$ cat src/rtl/branch_resolve_unit.sv
// branch_resolve_unit
//   Execute-stage branch resolution. Compares the prediction carried down from
//   IF with the outcome resolved in EXE, emits a registered one-cycle update
//   packet to the predictor and, on a mispredict, waits until the delay slot
//   is valid in ID before issuing a one-cycle flush and redirect to fetch.
//
//   Optional feature macro: BRU_PERF_CNT_EN adds the branch / mispredict
//   performance counters and their ports.
//
// Ports
//   clk, rst            clock; synchronous active-high reset
//   exe_*_i             resolved branch from EXE (valid, pc, type, taken, target)
//   pred_*_i            prediction fields carried from IF
//   ds_valid_i          delay-slot instruction is valid in ID
//   ext_flush_i         exception/eret flush from a later stage
//   upd_*_o             one-cycle predictor update packet
//   flush_req_o         flush IF/ID instructions younger than the delay slot
//   redirect_valid_o    redirect fetch to redirect_pc_o
//   busy_o              hold EXE while the redirect is pending
//   perf_*_cnt_o        performance counters (BRU_PERF_CNT_EN only)
module branch_resolve_unit #(
   parameter int unsigned INDEX_W = 8,
   parameter int unsigned CNT_W   = 32
) (
   input  logic               clk,
   input  logic               rst,
   input  logic               exe_valid_i,
   input  logic [31:0]        exe_pc_i,
   input  logic [2:0]         exe_type_i,
   input  logic               exe_taken_i,
   input  logic [31:0]        exe_target_i,
   input  logic               pred_valid_i,
   input  logic               pred_hit_i,
   input  logic               pred_taken_i,
   input  logic [31:0]        pred_target_i,
   input  logic [1:0]         pred_count_i,
   input  logic [INDEX_W-1:0] pred_index_i,
   input  logic               ds_valid_i,
   input  logic               ext_flush_i,
   output logic               upd_valid_o,
   output logic [31:0]        upd_pc_o,
   output logic [31:0]        upd_target_o,
   output logic [2:0]         upd_type_o,
   output logic               upd_taken_o,
   output logic               upd_hit_o,
   output logic [1:0]         upd_count_o,
   output logic [INDEX_W-1:0] upd_index_o,
   output logic               flush_req_o,
   output logic               redirect_valid_o,
   output logic [31:0]        redirect_pc_o,
   output logic               busy_o
`ifdef BRU_PERF_CNT_EN
   ,
   output logic [CNT_W-1:0]   perf_br_cnt_o,
   output logic [CNT_W-1:0]   perf_mis_cnt_o
`endif
);

   typedef enum logic [1:0] {StIdle, StWaitDs, StFire} state_e;

   localparam logic [2:0] TypeNone = 3'd0;
   localparam logic [2:0] TypeBran = 3'd1;
   localparam logic [2:0] TypeRetn = 3'd4;

   state_e      state_q;
   logic [31:0] redir_q;

   logic [2:0]  type_n;
   logic        act_taken;
   logic [31:0] act_next;
   logic        eff_taken;
   logic        busy;
   logic        fire;
   logic        mispredict;
   logic        upd_send;

   // Encodings 5-7 behave exactly like "none" everywhere, including the update.
   assign type_n     = (exe_type_i > TypeRetn) ? TypeNone : exe_type_i;
   assign act_taken  = (type_n > TypeBran) | ((type_n == TypeBran) & exe_taken_i);
   assign act_next   = act_taken ? exe_target_i : (exe_pc_i + 32'd8);
   assign eff_taken  = pred_valid_i & pred_taken_i;
   assign busy       = (state_q != StIdle);
   assign fire       = exe_valid_i & ~busy & ~ext_flush_i;
   assign mispredict = fire & ((eff_taken != act_taken) |
                               (act_taken & (pred_target_i != exe_target_i)));
   // A hit on a non-branch means an aliased entry; update it so it gets retrained.
   assign upd_send   = fire & ((type_n != TypeNone) | pred_hit_i);
   assign busy_o     = busy;

   // Predictor update packet; fields hold their last value between pulses.
   always_ff @(posedge clk) begin
      if (rst) begin
         upd_valid_o  <= 1'b0;
         upd_pc_o     <= '0;
         upd_target_o <= '0;
         upd_type_o   <= '0;
         upd_taken_o  <= 1'b0;
         upd_hit_o    <= 1'b0;
         upd_count_o  <= '0;
         upd_index_o  <= '0;
      end else begin
         upd_valid_o <= upd_send;
         if (upd_send) begin
            upd_pc_o     <= exe_pc_i;
            upd_target_o <= exe_target_i;
            upd_type_o   <= type_n;
            upd_taken_o  <= act_taken;
            upd_hit_o    <= pred_hit_i & pred_valid_i;
            upd_count_o  <= pred_count_i;
            upd_index_o  <= pred_index_i;
         end
      end
   end

   // Redirect FSM; flush/redirect are registered so they coincide with StFire.
   always_ff @(posedge clk) begin
      if (rst) begin
         state_q          <= StIdle;
         redir_q          <= '0;
         flush_req_o      <= 1'b0;
         redirect_valid_o <= 1'b0;
         redirect_pc_o    <= '0;
      end else begin
         flush_req_o      <= 1'b0;
         redirect_valid_o <= 1'b0;
         if (ext_flush_i) begin
            state_q <= StIdle;
         end else begin
            unique case (state_q)
               StIdle: begin
                  if (mispredict) begin
                     redir_q <= act_next;
                     if (ds_valid_i) begin
                        state_q          <= StFire;
                        flush_req_o      <= 1'b1;
                        redirect_valid_o <= 1'b1;
                        redirect_pc_o    <= act_next;
                     end else begin
                        state_q <= StWaitDs;
                     end
                  end
               end
               StWaitDs: begin
                  if (ds_valid_i) begin
                     state_q          <= StFire;
                     flush_req_o      <= 1'b1;
                     redirect_valid_o <= 1'b1;
                     redirect_pc_o    <= redir_q;
                  end
               end
               StFire:  state_q <= StIdle;
               default: state_q <= StIdle;
            endcase
         end
      end
   end

`ifdef BRU_PERF_CNT_EN
   always_ff @(posedge clk) begin
      if (rst) begin
         perf_br_cnt_o  <= '0;
         perf_mis_cnt_o <= '0;
      end else begin
         if (fire & (type_n != TypeNone)) perf_br_cnt_o  <= perf_br_cnt_o + CNT_W'(1);
         if (mispredict)                  perf_mis_cnt_o <= perf_mis_cnt_o + CNT_W'(1);
      end
   end
`else
   // Counters absent; still reject a nonsensical width at elaboration.
   if (CNT_W < 1) begin : g_bad_cnt_w
      $error("CNT_W must be at least 1");
   end
`endif

endmodule

$ cat config.mk
export PLATFORM = sky130hd
export DESIGN_NAME = branch_resolve_unit
export DESIGN_NICKNAME = d
export VERILOG_FILES = /design/src/rtl/branch_resolve_unit.sv
export SDC_FILE = /design/constraint.sdc
export NUM_CORES = 1
export LEC_CHECK = 0
export ABC_AREA = 1
export CORE_MARGIN = 1
export CORE_UTILIZATION = 50
export CTS_CLUSTER_DIAMETER = 50
export DETAILED_ROUTE_END_ITERATION = 10
export GPL_TIMING_DRIVEN = 0
export HOLD_SLACK_MARGIN = 0.05
export PLACE_DENSITY = 0.93
export SLEW_MARGIN = 0
export SYNTH_ARGS = -nofsm -noshare
export SYNTH_HDL_FRONTEND = slang
export SYNTH_SLANG_ARGS = --single-unit
$ cat constraint.sdc
create_clock -name clk -period 5.4 [get_ports clk]
set_clock_uncertainty 0.15 [all_clocks]
set_input_delay 1.62 -clock clk [delete_from_list [all_inputs] [get_ports clk]]
set_output_delay 1.62 -clock clk [all_outputs]
set_load 0.02 [all_outputs]
==> impl_metrics.toml, run 1 <==
[place]
port_buffers = 231
postPlaceCellArea_um2 = 9800
dpl.cell_count = 1551
place_ws_ns = 1.14
place.detailed.hpwl_mm = 22.5
gp_congestion = 0.982

[critical_path]
cp-end-kind = "register"
crit_buf_inv = 2
critPathLaunchType = "input port"
max_stage_delay_ns = 0.66
cp_data_required_time_ns = 5.62
cp_max_fo = 4
cp.arrival_ns = 4.20
cp_top_family = "simple AND/OR/NAND/NOR gates"
startpoint = "exe_pc_i[3]"
slowest_stage = "clkdlybuf4s50_1"
cp_cell_sequence = "clkdlybuf4s50_1, ha_1, nand2_1, nor2_1, nand2_1, inv_1, nand3_1, xor2_1, o21ai_0, nand2_1, nand2_1, nor2_1, nor2_1"
worstReg2RegStart = "state_q[1]"
critPathKind = "input port to register"
cp_common_cell = "nand2_1"

[clocking]
htreeDepth = 4
cts-resized-gates = 0
hold_buffers = 0
cts_buffer_depth = 2
clock_sinks = 147
numCtsBuffers = 17
post_cts_buffers = 0
cts.clk_slew.worst_paths_ns = 0.06
cts_tree = "yes"
cts_root_buf = "clkbuf_16"
insertion_delay_ns = 0.43

[yosys]
yosysMostFrequentCell = "nand2_1"
ys_top_cells_by_area = "dfxtp_1 41%, nand2_1 16%, nor2_1 9.4%, o21ai_0 9.0%, inv_1 5.7%"
synth_top_area_share_pct = 40.5
syn_nets = 1259
synth_cell_types = 31
yosys-top-cells-count = "304 x nand2_1, 182 x nor2_1, 147 x dfxtp_1"
yosysTopAreaCell = "dfxtp_1"
synth_area_per_cell_um2 = 6.37
syn-instance-count = 1140
synthFlopType = "dfxtp_1"
ys_seq_area_share_pct = 40.5
synth-edff-count = 0
synthArstFlopShare_pct = 0
synth_seq_cells = 147
ys_warn_count = 0
syn-cell-area_um2 = 7260

[sta]
finalCritPeriodShare_pct = 73.7
period_minus_slack_ns = 3.98
timing.final.ws_setup_ns = 1.42
maxSlewViolCount = 0
hold_violations = 0
setup_violations = 0
worst_slew_pin_slew_ns = 0.660
fmax_mhz = 251
setup_tns_ns = 0
slew_headroom_pct = 56.0
rsz0062_at_grt = "false"

[final_layout]
n_antenna_cell = 0
fin_util_pct = 74.1
final_layout_size_suffix_gt1_share_pct = 5.35
fin_area_um2 = 10400
fin_cells = 1582
final_nets = 1509
area_growth_pct = 43.3

[die]
rows = 43
die_area_um2 = 15000
die_y_um = 122
start_util_pct = 51.7
die_w_um = 122
core_area_um2 = 14000
io_pins = 233

[drt]
totalWireLength_mm = 28.3
via_per_inst = 5.50
drcViolationCount = 0
wl_per_cell_um = 17.9
antenna_left = 0
drt_iter0_markers = 921
dr.pass1.iters = 5
vias = 8697

[min_path]
hold_path_class = "register to register"
worstHoldStart = "redir_q[19]"

[global_route]
track_usage_pct = 38.7
grt_max_degree = 17
grt_pass1_wl_mm = 43.3
grt_overflow = 0
first_global_vias = 8291
antenna_found_initial = 0

[power_and_ir_drop]
p_sw_share_pct = 28.3
seqPwrFrac_pct = 39.5
cellPowerDensity_nw_per_um2 = 289
p_sw_uw = 850
internal_power_uw = 2150
p_clk_share_pct = 40.7
power.leakage_uw = 0.00465
peakVddDrop_uv = 218
comb_power_share_pct = 19.8

[status]
outcome = "complete, no violations"

[job]
drv_cap = 0
[power groups by stage]
stage               registers, µW  logic [µW]  clock network (µW)
floorplan                    1260         221                   0
global placement             1200         572                   0
detailed placement           1210         579                   0
CTS                          1180         583                1210
global route                 1190         637                1260
finish                       1190         594                1220
[logic make-up after synthesis]
| group | synth area share, % |
|---|---|
| xor gates and xnor gates | 1.33 |
| DFF | 40.5 |
| adders and majority gates | 0.172 |
| and+or+nand+nor | 31.6 |
| buffers and inverters | 10.2 |
| AOI/OAI and AO/OA | 16.1 |
[metal layers]
layer / part of all wire (%) / global-route usage, %
met5: 0 / 0
met4: 5.3 / 23.7
met3: 9.2 / 10.5
met2: 46 / 63.7
met1: 39 / 44.6
[metrics by stage]
stage | total power [µW] | hold slack (ns)
finish | 3000 | 0.330
global route | 3090 | 0.341
CTS | 2980 | 0.321
detailed placement | 1790 | 0.312
global placement | 1780 | 0.302
floorplan | 1480 | 0.295
[registers in the layout, indices dropped and copies added, names as in the netlist, 2 cells and up]
| signal | count |
|---|---|
| redirect_pc_o | 32 |
| state_q | 2 |
| upd_target_o | 32 |
| upd_pc_o | 32 |
| upd_type_o | 3 |
| redir_q | 32 |
| upd_count_o | 2 |
| upd_index_o | 8 |
[final cells by class]
cell class,count,area [µm²]
buffer,57,279
clock buffer,25,515
clock inverter,6,92.6
fill,1136,3640
inverter,123,462
multi-input combinational,813,3580
sequential,147,2940
tap,180,225
timing repair buffer,231,2310
[tightest hold or removal path, delay by kind of cell, from the launching register on]
family          cells  cell delay, ns
compound gates      1            0.06
flops               1            0.31
simple gates        1            0.07
[cells in the final DEF, fill, tap and decap left out, types with 15 or more instances in the layout]
cell,count
nand2_1,304
clkbuf_16,17
buf_2,16
a21oi_1,79
clkbuf_1,32
nor2_1,182
dfxtp_1,147
o21ai_0,131
clkdlybuf4s50_1,231
nor3_1,15
inv_1,111
nand3_1,54
[final timing paths]
kind | to | slack, ns | cells past startpoint
worst max-delay path | redirect_pc_o[13] | 1.42 | 13
worst min-delay path | redir_q[19] | 0.33 | 2
worst max register to register | upd_pc_o[17] | 3.08 | 9
worst min register to register | redir_q[19] | 0.33 | 2
No activity file was read; power rests on OpenSTA's default activity.
==> inputs of run 2 (changes only) <==
CORE_UTILIZATION = 47   (was 50)
PLACE_DENSITY = 0.88   (was 0.93)
clock period = 4.1 ns   (was 5.4 ns; I/O delays follow)
==> impl_metrics.toml, run 2 (synthesis gave the netlist of run 1 again) <==
[status]
outcome = "complete, no violations"

[drt]
antenna_left = 0
vias = 8541
via_per_inst = 5.38
drcViolationCount = 0
wl_per_cell_um = 17.5
totalWireLength_mm = 27.7
dr.pass1.iters = 8
drt_iter0_markers = 711

[critical_path]
cp-end-kind = "register"
critPathLaunchType = "input port"
startpoint = "exe_pc_i[3]"
max_stage_delay_ns = 0.65
worstReg2RegStart = "state_q[1]"
cp_cell_sequence = "clkdlybuf4s50_1, ha_1, nand2_1, nor2_1, nand2_1, inv_1, nand3_1, xor2_1, o21ai_0, nand2_1, nand2_1, nor2_1, nor2_1"
cp_common_cell = "nand2_1"
slowest_stage = "clkdlybuf4s50_1"
cp_data_required_time_ns = 4.26
cp_max_fo = 4
cp.arrival_ns = 3.74
critPathKind = "input port to register"

[sta]
maxSlewViolCount = 0
hold_violations = 0
fin_hold_ws_ns = 0.326
period_minus_slack_ns = 3.57
setup_tns_ns = 0
worst_slew_pin_slew_ns = 0.666
rsz0062_at_grt = "false"
fmax_mhz = 280
slew_headroom_pct = 55.6
finalCritPeriodShare_pct = 87.2
setup_violations = 0

[power_and_ir_drop]
internal_power_uw = 2770
power.leakage_uw = 0.00464
p_sw_share_pct = 28.2
seqPwrFrac_pct = 40.5
p_clk_share_pct = 39.4
comb_power_share_pct = 20.1
peakVddDrop_uv = 295
p_sw_uw = 1090
cellPowerDensity_nw_per_um2 = 372

[global_route]
grt_overflow = 0
track_usage_pct = 35.3
first_global_vias = 8029
antenna_found_initial = 0
grt_max_degree = 17
grt_pass1_wl_mm = 42.8

[min_path]
worstHoldStart = "redir_q[25]"
hold_path_class = "register to register"

[final_layout]
final_nets = 1509
nFillCells = 1336
layout_commonest_cell = "nand2_1"
final_cell_mix = "304 x nand2_1, 231 x clkdlybuf4s50_1, 182 x nor2_1"
final_layout_size_suffix_gt1_share_pct = 5.14
area_growth_pct = 42.9
n_antenna_cell = 0

[die]
start_util_pct = 47.9
io_pins = 233
rows = 45
die_y_um = 126
die_area_um2 = 15900
die_w_um = 126
core_area_um2 = 15100

[clocking]
cts_tree = "yes"
clock_sinks = 147
numCtsBuffers = 17
post_cts_buffers = 0
insertion_delay_ns = 0.43
hold_buffers = 0
cts_buffer_depth = 2
htreeDepth = 4
cts.clk_slew.worst_paths_ns = 0.06
cts-resized-gates = 0
cts_root_buf = "clkbuf_16"

[job]
drv_cap = 0

[place]
port_buffers = 231
place.detailed.hpwl_mm = 22.0
gp_congestion = 0.959
run 2: cell types whose count changed in the layout (fill, tap and decap cells not counted):
| cell | delta |
|---|---|
| clkinv_2 | +1 |
| clkbuf_1 | +2 |
| bufinv_16 | -1 |
| clkinvlp_4 | -2 |
| inv_6 | -1 |
run 2: path summary, 6_finish.rpt:
path | cells past startpoint | to | slack, ns
hold / removal | 2 | redir_q[25] | 0.33
setup reg to reg | 9 | upd_pc_o[21] | 1.85
hold reg to reg | 2 | redir_q[25] | 0.33
setup / recovery | 13 | redirect_pc_o[13] | 0.53
run 2: through the flow:
stage	worst slack (ns)	total power, µW	cells	util (%)	cell area (µm²)
finish	0.526	3850	1589	68.5	10400
detailed placement	0.233	2350	1559	64.8	9810
global placement	0.289	2340	1559	64.8	9810
CTS	0.640	3840	1589	68.5	10400
global route	0.421	3990	1589	68.5	10400
floorplan	1.38	1950	1140	-	7260
run 2: power groups by stage:
stage                     clock [µW]  sequential (µW)  combinational [µW]
final                           1520             1560                 776
after global routing            1590             1570                 831
after CTS                       1510             1560                 765
after detailed placement           0             1590                 758
after global placement             0             1590                 751
after floorplan                    0             1660                 291
run 2: area by class of cell:
cell class	count	area (µm²)	area share (%)
multi-input cells	813	3580	34.5
flip-flops and latches	147	2940	28.4
repair buffers	231	2310	22.3
clock buffers	27	523	5.04
inverters	123	462	4.45
plain buffers	57	279	2.69
well taps	188	235	2.27
clock inverters	3	43.8	0.422
run 2: layer usage:
layer / vias up / track usage (%) / routed length, µm
met1: 3865 / 44.1 / 11300
met2: 497 / 57.9 / 12700
met4: 0 / 16.2 / 1070
li1: 4105 / - / -
met3: 74 / 7.99 / 2580
met5: - / 0 / 0
run 2: critical path, delay by kind of cell:
family          cells  cell delay (ns)
xor+xnor            1             0.31
simple gates        8             0.92
compound gates      1             0.18
buf+inv             2             0.81
fa+ha+maj           1             0.26
